File: config.mk
export PLATFORM = sky130hd
export DESIGN_NAME = div_unit
export DESIGN_NICKNAME = d
export VERILOG_FILES = /design/src/rtl/div_pkg.sv /design/src/rtl/div_step.sv /design/src/rtl/div_unit.sv
export SDC_FILE = /design/constraint.sdc
export NUM_CORES = 1
export LEC_CHECK = 0
export BUFFER_PORTS_ARGS = -buffer_cell sky130_fd_sc_hd__buf_4
export CAP_MARGIN = 10
export CORE_MARGIN = 2
export CORE_UTILIZATION = 62
export DETAILED_ROUTE_END_ITERATION = 7
export PLACE_DENSITY = 0.93
export SYNTH_ARGS = -nofsm -noshare
export SYNTH_HDL_FRONTEND = slang
export SYNTH_SLANG_ARGS = --single-unit
File: constraint.sdc
create_clock -name clk -period 5.9 [get_ports clk]
set_input_delay 1.18 -clock clk [delete_from_list [all_inputs] [get_ports clk]]
set_output_delay 1.18 -clock clk [all_outputs]
set_load 0.05 [all_outputs]
File: src/rtl/div_pkg.sv
// Shared definitions for the iterative RV32M divider: op encodings, FSM states
// and the architectural results for divide-by-zero and signed overflow.
package div_pkg;

    localparam int DIV_WIDTH = 32;

    localparam logic [1:0] DIV_OP_DIV  = 2'b00;
    localparam logic [1:0] DIV_OP_DIVU = 2'b01;
    localparam logic [1:0] DIV_OP_REM  = 2'b10;
    localparam logic [1:0] DIV_OP_REMU = 2'b11;

    typedef enum logic [1:0] {
        ST_IDLE = 2'd0,
        ST_CALC = 2'd1,
        ST_FIN  = 2'd2
    } div_state_t;

    localparam logic [DIV_WIDTH-1:0] DIV_ZERO_Q = '1;
    localparam logic [DIV_WIDTH-1:0] DIV_OVF_Q  = 32'h8000_0000;

endpackage

File: src/rtl/div_step.sv
// One restoring-division iteration: shift {rem,quo} left, trial-subtract the
// divisor, keep the difference and set the new quotient bit when no borrow.
module div_step #(
    parameter int WIDTH = 32
) (
    input  logic [WIDTH:0]   rem,
    input  logic [WIDTH-1:0] quo,
    input  logic [WIDTH-1:0] divisor,
    output logic [WIDTH:0]   rem_next,
    output logic [WIDTH-1:0] quo_next
);

    logic [WIDTH+1:0] w_shift;
    logic [WIDTH+1:0] w_diff;
    logic             w_borrow;

    // Extra top bit turns a negative trial difference into a visible borrow.
    assign w_shift  = {rem, quo[WIDTH-1]};
    assign w_diff   = w_shift - {2'b00, divisor};
    assign w_borrow = w_diff[WIDTH+1];

    assign rem_next = w_borrow ? w_shift[WIDTH:0] : w_diff[WIDTH:0];
    assign quo_next = {quo[WIDTH-2:0], ~w_borrow};

endmodule

File: src/rtl/div_unit.sv
// Iterative RV32M DIV/DIVU/REM/REMU unit, one quotient bit per clock.
// Define DIV_EARLY_EXIT_EN to let divide-by-zero and signed overflow skip CALC.
module div_unit
    import div_pkg::*;
#(
    parameter int WIDTH = DIV_WIDTH
) (
    input  logic             clk,
    input  logic             rst,
    input  logic             start,
    input  logic [1:0]       op,
    input  logic [WIDTH-1:0] A,
    input  logic [WIDTH-1:0] B,
    output logic             busy,
    output logic             done,
    output logic [WIDTH-1:0] R
);

    localparam int CW = $clog2(WIDTH);
    localparam logic [WIDTH-1:0] L_ZERO_Q = {WIDTH{1'b1}};
    localparam logic [WIDTH-1:0] L_OVF_Q  = {1'b1, {(WIDTH-1){1'b0}}};

    div_state_t r_state;
    div_state_t w_state_next;

    logic [CW-1:0]    r_count;
    logic [WIDTH:0]   r_rem;
    logic [WIDTH-1:0] r_quo;
    logic [WIDTH-1:0] r_div;
    logic             r_is_rem;
    logic             r_sign_a;
    logic             r_sign_b;
    logic             r_special;
    logic [WIDTH-1:0] r_special_val;
    logic [WIDTH-1:0] r_R;

    logic             w_signed;
    logic             w_is_rem;
    logic             w_neg_a;
    logic             w_neg_b;
    logic [WIDTH-1:0] w_mag_a;
    logic [WIDTH-1:0] w_mag_b;
    logic             w_div0;
    logic             w_ovf;
    logic             w_special;
    logic [WIDTH-1:0] w_special_val;
    logic [WIDTH:0]   w_rem_next;
    logic [WIDTH-1:0] w_quo_next;
    logic [WIDTH-1:0] w_quo_signed;
    logic [WIDTH-1:0] w_rem_signed;
    logic [WIDTH-1:0] w_result;

    assign w_signed  = (op == DIV_OP_DIV) || (op == DIV_OP_REM);
    assign w_is_rem  = (op == DIV_OP_REM) || (op == DIV_OP_REMU);
    assign w_neg_a   = w_signed & A[WIDTH-1];
    assign w_neg_b   = w_signed & B[WIDTH-1];
    // Negating the most negative value yields the same bits, which is its correct unsigned magnitude.
    assign w_mag_a   = w_neg_a ? (WIDTH'(0) - A) : A;
    assign w_mag_b   = w_neg_b ? (WIDTH'(0) - B) : B;
    assign w_div0    = (B == '0);
    assign w_ovf     = w_signed && (A == L_OVF_Q) && (B == L_ZERO_Q);
    assign w_special = w_div0 | w_ovf;
    assign w_special_val = w_div0 ? (w_is_rem ? A : L_ZERO_Q)
                                  : (w_is_rem ? '0 : L_OVF_Q);

    div_step #(
        .WIDTH(WIDTH)
    ) u_step (
        .rem      (r_rem),
        .quo      (r_quo),
        .divisor  (r_div),
        .rem_next (w_rem_next),
        .quo_next (w_quo_next)
    );

    assign w_quo_signed = (r_sign_a ^ r_sign_b) ? (WIDTH'(0) - w_quo_next) : w_quo_next;
    assign w_rem_signed = r_sign_a ? (WIDTH'(0) - w_rem_next[WIDTH-1:0]) : w_rem_next[WIDTH-1:0];
    assign w_result     = r_special ? r_special_val : (r_is_rem ? w_rem_signed : w_quo_signed);

    always_ff @(posedge clk) begin
        if (rst) begin
            r_state <= ST_IDLE;
        end else begin
            r_state <= w_state_next;
        end
    end

    always_comb begin
        w_state_next = r_state;
        case (r_state)
            ST_IDLE: begin
                if (start) begin
`ifdef DIV_EARLY_EXIT_EN
                    w_state_next = w_special ? ST_FIN : ST_CALC;
`else
                    w_state_next = ST_CALC;
`endif
                end
            end
            ST_CALC: begin
                if (r_count == '0) begin
                    w_state_next = ST_FIN;
                end
            end
            default: w_state_next = ST_IDLE;
        endcase
    end

    always_ff @(posedge clk) begin
        if (rst) begin
            r_count       <= '0;
            r_rem         <= '0;
            r_quo         <= '0;
            r_div         <= '0;
            r_is_rem      <= 1'b0;
            r_sign_a      <= 1'b0;
            r_sign_b      <= 1'b0;
            r_special     <= 1'b0;
            r_special_val <= '0;
            r_R           <= '0;
        end else begin
            case (r_state)
                ST_IDLE: begin
                    if (start) begin
                        r_count       <= CW'(WIDTH - 1);
                        r_rem         <= '0;
                        r_quo         <= w_mag_a;
                        r_div         <= w_mag_b;
                        r_is_rem      <= w_is_rem;
                        r_sign_a      <= w_neg_a;
                        r_sign_b      <= w_neg_b;
                        r_special     <= w_special;
                        r_special_val <= w_special_val;
`ifdef DIV_EARLY_EXIT_EN
                        if (w_special) begin
                            r_R <= w_special_val;
                        end
`endif
                    end
                end
                ST_CALC: begin
                    r_rem   <= w_rem_next;
                    r_quo   <= w_quo_next;
                    r_count <= r_count - CW'(1);
                    // Result is registered on the final iteration so it is stable through FIN and after.
                    if (r_count == '0) begin
                        r_R <= w_result;
                    end
                end
                default: ;
            endcase
        end
    end

    assign busy = (r_state != ST_IDLE);
    assign done = (r_state == ST_FIN);
    assign R    = r_R;

endmodule

# Word level (Yosys, flattened, before mapping)
# Index checks and enable logic that the tools add are counted.
# totals
register_bits	172
inputBits	69
out_inout_bits	34
wordCells	63
# classes
add_sub_neg	6
n_eq_ne	8
mux	19
bitwise_logic	5
n_reduce_logical	14
# op_table
op	n
2-to-1 mux 32 bit	10
subtractor 1 x 32 -> 32 bit (first input constant)	4
2-to-1 mux 33 bit	2
case mux 33 bit (2 select lines)	1
equality test 32 bit (second input constant)	2
case mux 32 bit (2 select lines)	1
subtractor 34 x 32 -> 34 bit	1
logical NOT 32 bit	1
case mux 5 bit (2 select lines)	1
AND reduction 2 bit	4
equality test 2 bit (second input constant)	3
logical NOT 5 bit	1
2-to-1 mux 5 bit	1
subtractor 5 x 1 -> 5 bit (second input constant)	1
logical NOT 2 bit	2
2-to-1 mux 2 bit	2
inequality test 2 bit (second input constant)	2
case mux 2 bit (2 select lines)	1
nonzero test 2 bit	2
AND 1 bit	2
equality test 2 x 1 -> 1 bit (second input constant)	1
logical AND 1 bit	2
logical OR 1 bit	2
NOT 1 bit	1
other kinds (2)	2

# Longest topological paths before layout
# logic_depth
depth_word	6
ltp_mapped	24

# Modules after synthesis
# A second synthesis with hierarchy kept.
# hier_totals
hier_cells	1671
hier_area_um2	12746.0
# by_module_without_submodules
mod	instances	cells_per_inst	area_per_inst_um2	seq_area_each_um2
div_unit	1	1312	10342.4	3443.3
div_step	1	359	2403.6	0.0

# Worst setup path before layout
# OpenSTA, ideal clock, no wires.
# synth_timing
path_kind	reg-to-reg
start	register r_div[14]
end	register r_R[24] (netlist: R[24])
setup_ps	70
arrival_time_ps	4772
required_time_ps	5830
setup_slack_ps	1059
path_stages_with_launch	25
n_path_buf	4
synth_period_minus_slack_ps	4841
path_cell_list	dfxtp_1 > inv_1 > ha_1 > buf_2 > and4_1 > nand3_1 > a211o_1 > a311oi_4 > o21a_1 > buf_6 > nor2_4 > inv_4 > buf_2 > buf_6 > nor2_1 > a21oi_1 > ha_1 > inv_1 > or4_1 > nor3_1 > a41oi_1 > nor3b_2 > mux2i_1 > a221o_1 > a21oi_1
# synth_between
elab_chain_len	6
# synth_rtl
element	line_no	rtl
start: declaration	div_unit.sv:29	logic [WIDTH-1:0] r_div;
start signal: assignment	div_unit.sv:128	r_div <= w_mag_b;
subtractor 34 x 32 -> 34 bit (*)	div_step.sv:19	assign w_diff = w_shift - {2'b00, divisor};
2-to-1 mux 33 bit or NOT 1 bit (tied branches)	div_step.sv:22, div_step.sv:23	
subtractor 1 x 32 -> 32 bit (on tied branches)	div_unit.sv:77, div_unit.sv:76	
2-to-1 mux 32 bit (on tied branches)	div_unit.sv:77, div_unit.sv:76	
2-to-1 mux 32 bit (*) (2 in a row)	div_unit.sv:78	assign w_result = r_special ? r_special_val : (r_is_rem ? w_rem_signed : w_quo_signed);
end signal: assignment	div_unit.sv:147	r_R <= w_result;
end: declaration	div_unit.sv:35	logic [WIDTH-1:0] r_R;
# Every way passes the cells marked *; elsewhere a longest branch is shown, timed or not.
# A chain may end at the register's enable or synchronous reset.

# Worst setup path after layout
# layout_timing
start	register r_div[6]
end	register r_R[24] (netlist: R[24])
# Same word-level chain as after synthesis.

==> qor.txt <==
final worst-path cycle share: 93.3%
crit-path max FO: 12
startpoint types: register
Syn-to-layout area delta: 9.68%
Initial Utilization: 63.3%
diode count: 0
Unique masters post-synth: 100
crit end category: register
worst hold path class: register to register
CTS Hold Bufs: 0
per-cell routed wire length: 20.9 µm
GRT Residual Overflow: 0
Port-buffer cells: 102
initial antenna violation count: 0
ys async rst share: 0%
via count: 13700
drc violations: 1
status: finished, violations left
Synth Cell Area: 12900 µm²
Worst-path clk slew: 0.08 ns
drt first-iter violations: 1772
Setup WS pre-CTS: 0.620 ns
Post-CTS Setup Inserts: 0
final setup skew: 0.0130 ns
Max Clk Rate: 0.182 GHz
post-layout util: 69.4%
register area share after synthesis: 26.8%
PostCTS Resize Cnt: 0
Layout fillers: 1659
main flop type after synthesis: dfxtp_1
Synth Net Count: 1834
post-synthesis register bit count: 172
die area: 21900 µm²
All-Layer GR Usage: 38.0%
clk_lat worst skew: 0.45 ns
Worst-Margin Slew: 1.03 ns
Final Setup Violations: 0
global-route wire length before repair: 66500 µm
die width: 148 µm
routability cong.: 0.998
Syn Area/Cell: 7.45 µm²
vias in the first global route: 12500
Hold WS: 0.455 ns
Worst EP required: 6.27 ns
row count: 52
Max Cap Viol: 0
commonest non-fill, non-tap cell in the layout: nand2_1
largest net degree at the start of global routing: 99
CTS tree: built
DRT antenna net count: 0
Reg-to-Reg Start: r_div[6]
Yosys Warn Count: 0
Post-synth EDFFs: 0
Worst Hold Launch: r_div[25]
clock root cell: clkbuf_16
DP HPWL: 30400 µm
flop-to-flop setup slack: 0.39 ns
Slew headroom: 31.0%
Num Clock Sinks: 172
Hold Path End: r_div[25]
reg-to-reg critical path endpoint: R[24]
RSZ-0062 raised after global routing: false
most frequent cells in the layout: nand2_1, nor2_1, a21oi_1
Hold Path Depth: 2
total I/O pin count: 103
Final min period: 5.51 ns
cells after synthesis: 1725
Pre-antenna DRT Iters: 8
failing checks: design-rule violations
final WL: 42400 µm
htree depth: 4
Max Slew Vio Count: 0
Worst Path Arrival: 5.88 ns
CTS Buffer Depth: 2
Die Height: 148 µm
setup TNS: 0 ns
worst setup margin: 0.392 ns
share of post-route cells with drive strength above 1: 12.0%
Net count, final: 1853
Critical Setup Path Class: register to register
CORE AREA: 20300 µm²
via/cell ratio: 6.78
final hold vios: 0
Worst Reg-to-Reg Cells: 20
TritonCTS Buffers: 17
==> worst max path at each step <==
stage	cells past startpoint	startpoint	end
global route	20	r_div[6]	R[24]
detailed placement	20	r_div[6]	R[24]
global placement	20	r_div[6]	R[24]
floorplan	24	r_div[14]	R[24]
CTS	20	r_div[6]	R[24]
finish	20	r_div[6]	R[24]
==> per-stage QoR <==
step           std cells  cell area (µm²)
5_1_grt             2027            14100
2_1_floorplan       1725            12900
4_1_cts             2027            14100
6_report            2027            14100
3_3_place_gp        1995            13500
3_5_place_dp        1995            13500
==> layout make-up <==
| type | instances | area, µm² | area share [%] |
|---|---|---|---|
| multi-input cells | 1382 | 8620 | 61.2 |
| flip-flops and latches | 172 | 3440 | 24.4 |
| repair buffers | 119 | 893 | 6.34 |
| clock buffers | 17 | 425 | 3.02 |
| well taps | 270 | 338 | 2.40 |
| inverters | 52 | 198 | 1.40 |
| clock inverters | 15 | 174 | 1.23 |
==> layer usage <==
metal  GRT usage (%)  up-vias  wire, µm
met5               0        -         0
met4            18.8        0      2180
met3            7.41      178      4870
met2            57.8      922     18400
met1            51.5     6336     16900
li1                -     6298         -
==> state kept, by name, indices dropped and copies added, names as in the netlist, 2 cells and up <==
signal,flops
R,32
r_count,5
r_div,32
r_quo,32
r_rem,33
r_special_val,32
r_state,2
==> cell families (layout without fill, tap and decap cells) <==
kind of cell | count (synthesis) | in the layout | synth area share (%)
buf+inv | 171 | 203 | 6.30
mux | 29 | 29 | 2.38
simple gates | 663 | 663 | 25.0
compound gates | 521 | 521 | 26.8
flops | 172 | 172 | 26.8
xor+xnor | 129 | 129 | 8.79
fa+ha+maj | 40 | 40 | 3.95
==> cell usage after synthesis (13+ instances only) <==
cell type    n  share of area [%]
nor3_1      42                1.6
nand2_1    187                5.5
nor2_1     185                5.4
nand4_1     18               0.88
ha_1        39                3.8
a211oi_1    44                2.6
o21ai_0     75                2.9
nand2b_1    43                2.1
xor2_1      61                4.2
nand3_1     58                2.3
dfxtp_1    172                 27
or4_1       13               0.76
a22oi_1     31                1.8
inv_1       49                1.4
mux2i_1     23                1.8
or3_1       28                1.4
xnor2_1     68                4.6
a21oi_1    173                6.7
a31oi_1     39                1.9
and3_1      16               0.78
clkbuf_1    90                2.6
o31ai_1     26                1.5
==> critical path, cell delays in order (launching register included) <==
cell and delay, ns:
dfxtp_1 0.34, inv_1 0.05, ha_1 0.50, and3_1 0.25
nand3_1 0.13, a211o_1 0.37, a311oi_4 0.42, o21a_1 0.42
nor2_4 0.17, inv_4 0.14, nor2_1 0.04, a21oi_1 0.23
ha_1 0.27, inv_1 0.07, or4_1 0.60, nor3_1 0.23
a41oi_1 0.36, nor3b_2 0.31, mux2i_1 0.09, a221o_1 0.30
a21oi_1 0.14
Power is not shown: default switching activity piles up to over one toggle a cycle in this logic, so the estimate is an artifact.
